File: src/rtl/shift_serdes.sv
// shift_serdes: full-duplex shift-register serialiser/deserialiser with start/busy/done handshake.
// Optional even-parity bit appended to each frame when SERDES_PARITY_EN is defined.
module shift_serdes #(
    parameter int N         = 8,
    parameter bit MSB_FIRST = 1'b1
) (
    input  logic         clk,
    input  logic         reset,
    input  logic         start,
    input  logic [N-1:0] d,
    input  logic         sin,
    output logic         sout,
    output logic         busy,
    output logic         done,
    output logic [N-1:0] q,
    output logic         perr
);
    localparam int CW = $clog2(N + 1);
`ifdef SERDES_PARITY_EN
    localparam int FL = N + 1;
`else
    localparam int FL = N;
`endif

    typedef enum logic {IDLE = 1'b0, SHIFT = 1'b1} state_t;

    state_t         r_state;
    logic [N-1:0]   r_sr;
    logic [N-1:0]   r_q;
    logic [CW-1:0]  r_cnt;
    logic           r_done;
    logic [N-1:0]   w_sr_shift;
    logic [N-1:0]   w_rx_word;
    logic           w_sr_bit;
    logic           w_last;
    logic           w_shift_en;

    assign w_sr_shift = MSB_FIRST ? {r_sr[N-2:0], sin} : {sin, r_sr[N-1:1]};
    assign w_sr_bit   = MSB_FIRST ? r_sr[N-1] : r_sr[0];
    assign w_last     = (r_cnt == '0);
    assign busy       = (r_state == SHIFT);
    assign done       = r_done;
    assign q          = r_q;

`ifdef SERDES_PARITY_EN
    logic r_par_tx;
    logic r_perr;

    // The final SHIFT cycle carries the parity bit, so the data register is frozen then.
    assign w_shift_en = !w_last;
    assign w_rx_word  = r_sr;
    assign sout       = busy & (w_last ? r_par_tx : w_sr_bit);
    assign perr       = r_perr;

    // Latch transmit parity on accept; check received parity against the word on completion.
    always_ff @(posedge clk) begin
        if (reset) begin
            r_par_tx <= 1'b0;
            r_perr   <= 1'b0;
        end else begin
            if (!busy && start)
                r_par_tx <= ^d;
            if (busy && w_last)
                r_perr <= sin ^ (^r_sr);
        end
    end
`else
    // Last data bit is sampled on the completing edge, so q takes the shifted value.
    assign w_shift_en = 1'b1;
    assign w_rx_word  = w_sr_shift;
    assign sout       = busy & w_sr_bit;
    assign perr       = 1'b0;
`endif

    // Frame FSM: accept in IDLE, shift FL cycles, publish q with a one-cycle done pulse.
    always_ff @(posedge clk) begin
        if (reset) begin
            r_state <= IDLE;
            r_sr    <= '0;
            r_cnt   <= '0;
            r_done  <= 1'b0;
            r_q     <= '0;
        end else begin
            r_done <= 1'b0;
            if (r_state == IDLE) begin
                if (start) begin
                    r_sr    <= d;
                    r_cnt   <= CW'(FL - 1);
                    r_state <= SHIFT;
                end
            end else begin
                if (w_shift_en)
                    r_sr <= w_sr_shift;
                if (w_last) begin
                    r_state <= IDLE;
                    r_q     <= w_rx_word;
                    r_done  <= 1'b1;
                end else begin
                    r_cnt <= r_cnt - 1'b1;
                end
            end
        end
    end
endmodule

File: config.mk
export PLATFORM = sky130hd
export DESIGN_NAME = shift_serdes
export DESIGN_NICKNAME = d
export VERILOG_FILES = /design/src/rtl/shift_serdes.sv
export SDC_FILE = /design/constraint.sdc
export NUM_CORES = 1
export LEC_CHECK = 0
export ABC_CLOCK_PERIOD_IN_PS = 2100
export CORE_MARGIN = 2
export CORE_UTILIZATION = 40
export DETAILED_ROUTE_END_ITERATION = 6
export PLACE_DENSITY = 0.67
export SYNTH_ARGS = -nofsm -noshare
export SYNTH_HDL_FRONTEND = slang
export SYNTH_SLANG_ARGS = --single-unit
File: constraint.sdc
create_clock -name clk -period 2.1 [get_ports clk]
set_input_delay 0.315 -clock clk [delete_from_list [all_inputs] [get_ports clk]]
set_output_delay 0.315 -clock clk [all_outputs]
set_load 0.1 [all_outputs]
=== After elaboration in Yosys (flattened, before gate mapping) ===
Index checks and enable logic that the tools add are counted.

* Input bits: 12
* Logic and storage cells: 23
* Output and inout bits: 12
* Register bits after elaboration: 22

* Equal/unequal tests: 1
* Muxes and demuxes: 9
* Bitwise logic cells: 2
* Reductions and logical operators: 5
* $add $sub $neg: 1

{| class="wikitable"
|+ Operators with widths
! kind !! number
|-
| $mux 8 || 2
|-
| $mux 4 || 3
|-
| $logic_not 4->1 || 1
|-
| $mux 1 || 4
|-
| $reduce_and 2->1 || 2
|-
| $sub 4x1->4 const B || 1
|-
| $ne 2x2->1 const B || 1
|-
| $reduce_bool 2->1 || 1
|-
| $reduce_or 2->1 || 1
|-
| $and 1x1->1 || 1
|-
| $not 1->1 || 1
|}

=== Logic depth before layout (Yosys ltp) ===
* Depth in word-level cells: 3
* Mapped depth: 6
* Depth with buffers taken out: 5

=== Worst setup path after synthesis ===
Ideal clock, no wire load.

* Path type: reg-to-output
* Start: register r_state, in the netlist busy
* End: output port sout
* Path slack: -0.438 ns
* Buffers on the path: 2
* Cell stages (with the launch flop): 4
* Arrival: 2.223 ns
* Data required time: 1.785 ns
* Cell sequence: dfxtp_1 buf_6 clkbuf_1 and2_1

* Longest elaborated chain between the ends: 1

{| class="wikitable"
|+ RTL lines
! item !! line !! text
|-
| start: declaration || 27 || <nowiki>state_t r_state;</nowiki>
|-
| start signal: assignment || 78 || <nowiki>r_state <= IDLE;</nowiki>
|-
| start signal: assignment || 89 || <nowiki>r_state <= SHIFT;</nowiki>
|-
| start signal: assignment || 95 || <nowiki>r_state <= IDLE;</nowiki>
|-
| $and 1x1->1 || 71 || <nowiki>assign sout = busy & w_sr_bit;</nowiki>
|-
| end: declaration || 12 || <nowiki>output logic sout,</nowiki>
|}

Every way passes these cells.

=== Worst setup path after layout ===
Ends and elaborated chain as after synthesis.

==> flow_summary.ini <==
[timing]
final-max-slew-violation-count = 0
totalNegativeSetupSlack_ns = 0
max_slew_margin_pct = 64.3
fin_crit_sh_pct = 75.3
fin_crit_ns = 1.58
max_freq_mhz = 633
report.final.hold_viol_count = 0
worstMarginPinSlew_ns = 0.532
final_ws_setup_ns = 0.519
rsz0062_at_grt = false
setup_viol = 0
worst_hold_slack_ns = 0.465
clock-skew-final_ns = 0.00342

[cells_and_area]
multi_input_area_sq_um = 444
share_of_post_route_cells_with_drive_strength_above_1_pct = 20.0
seq_area_sq_um = 442
area.growth.synth_to_final_pct = 24.2
final_net_count = 145
final-instance-count-excl-fill = 158
antenna-diode-count = 0
num-fill-cells = 219

[floorplan]
initial_utilization_pct = 42.5
row_count = 17
coreArea_sq_mm = 0.00221
die_ar_sq_mm = 0.00275
die_w_um = 52.5
die_y_um = 52.5
top_level_ports = 24

[yosys]
post_synth_arst_share_pct = 0
synthDominantAreaCellType = sky130_fd_sc_hd__dfxtp_1
synth.top_cells.by_area = sky130_fd_sc_hd__dfxtp_1 (47%), sky130_fd_sc_hd__nand2_1 (13%), sky130_fd_sc_hd__a21oi_1 (9.6%), sky130_fd_sc_hd__mux2_2 (9.6%), sky130_fd_sc_hd__and4bb_4 (1.7%)
post_synth_inst_count = 112
yosysTopAreaCellShare_pct = 46.9
synth.ff_latch_count = 22
post_synth_top_flop = sky130_fd_sc_hd__dfxtp_1
syn-cell-area_sq_um = 940
postSynthAreaPerCell_sq_um = 8.39
synth.yosys.warnings = 0
seq_area_frac_synth_pct = 46.9
synth.distinct_cells = 26
syn_nets = 125
synth_most_common_cell = sky130_fd_sc_hd__nand2_1
synth_edf_count = 0
synthTopCellsByCount = sky130_fd_sc_hd__nand2_1 (33), sky130_fd_sc_hd__dfxtp_1 (22), sky130_fd_sc_hd__a21oi_1 (18)

[global_routing]
global_route.usage.total_pct = 15.4
antenna_found_initial = 0
maximum_number_of_pins_on_one_net_before_global_route_repair = 23
first_global_vias = 709
grt_pass1_wl_um = 3130
grt.overflow.total = 0

[placed_design]
placedCellCount = 155
detailed_place_hpwl_um = 1340
gp_routability_congestion = 0.765
place.port_buffers = 22
post-place-ws_ns = 0.351

[routing]
drc_violation_count_after_routing = 0
drt_pass1_iterations = 4
dr_total_vias = 805
drt_first_iter_violations = 13
drt-vias-per-instance = 5.09
wl_per_cell_um = 12.5
ant_nets = 0
routed_wl_um = 1970

[setup_path]
timing.critical_path.to_type = primary output
worst_ep_arrival_time_ns = 1.27
worstSetupStartpointType = register
critical_path_class = register to primary output
worst-endpoint-required_ns = 1.78
cp_max_fo = 19
worst-r2r-setup-slack_ns = 0.54

[power_and_ir_drop]
design_power_total_mw = 0.872
power_leakage_nw = 0.450
power.density_mw_per_mm2 = 747
irDropWorstVdd_v = 0.000316

[cts]
cts_num_sinks = 22
cts.hold.buffers_added = 0
cts_htree_levels = 1
cts_root_buffer = sky130_fd_sc_hd__clkbuf_4
path_clk_slew_ns = 0.12
tritoncts.num_buffers = 3
cts.path.max_buffers = 2
tritoncts = done
post_cts_buffers = 0
clkLatencyLatePin_ns = 0.30
postCtsResizedCells = 0

[flow_run]
max_cap_violation_count = 0

[outcome]
status = finished, final reports clean

[worst_hold_path]
min-delay-path-class = register to register
stage by stage:
stage,cell area (sq um),utilization (%)
after floorplan,942,-
after global placement,1140,51.8
after detailed placement,1140,51.8
after CTS,1170,52.8
after global routing,1170,52.8
final,1170,52.8
where the power goes:
part	total (mW)	internal [mW]	switching [mW]
Sequential	0.475	0.446	0.0297
Clock	0.192	0.0669	0.125
Combinational	0.206	0.0774	0.128
Total	0.872	0.590	0.283
path summary, 6_finish.rpt:
check                  end  cells past startpoint     start
hold reg to reg       q[7]                      2      q[7]
setup / recovery      sout                      2      busy
hold / removal        q[7]                      2      q[7]
setup reg to reg  r_cnt[1]                      5  r_cnt[1]
flip-flops by register name (all words and copies together) (netlist names):
register / count
busy: 1
r_sr: 8
r_cnt: 4
done: 1
q: 8
metal layers:
metal | part of all wire [%] | global-route usage [%] | up-vias | wire length [um]
li1 | - | - | 411 | -
met3 | 5.7 | 3.14 | 2 | 113
met4 | 0.46 | 6.41 | 0 | 9
met5 | 0 | 0 | - | 0
met1 | 46 | 20.7 | 366 | 917
met2 | 47 | 23.8 | 26 | 934
final cells by class:
cell class	count	share of cell area, %
Tap cell	28	3.00
Inverter	3	0.965
Clock buffer	3	1.93
Sequential cell	22	37.8
Timing Repair Buffer	23	18.2
Multi-Input combinational cell	79	38.0
cells by family after synthesis:
kind of cell	after synthesis	synth area share [%]
AO/OA/AOI/OAI	24	13.7
adder cells (fa/ha/maj)	1	1.33
buffers and inverters	11	5.99
flip-flops	22	46.9
multiplexers	8	9.59
other	1	0.399
AND/OR/NAND/NOR	45	22.1
cell usage in the layout, fill, tap and decap left out, types with 2 or more instances in the layout:
| cell | n |
|---|---|
| sky130_fd_sc_hd__nor2_1 | 3 |
| sky130_fd_sc_hd__nand2_1 | 33 |
| sky130_fd_sc_hd__mux2_2 | 8 |
| sky130_fd_sc_hd__dfxtp_1 | 21 |
| sky130_fd_sc_hd__buf_4 | 11 |
| sky130_fd_sc_hd__inv_1 | 2 |
| sky130_fd_sc_hd__a21oi_1 | 18 |
| sky130_fd_sc_hd__o21ai_0 | 2 |
| sky130_fd_sc_hd__clkbuf_4 | 3 |
| sky130_fd_sc_hd__clkdlybuf4s50_1 | 11 |
worst max-delay path: stages, from the launching register on:
cell	delay, ns
sky130_fd_sc_hd__dfxtp_2	0.55
sky130_fd_sc_hd__and2_2	0.24
sky130_fd_sc_hd__buf_12	0.17
Power figures use the tool's default switching activity.
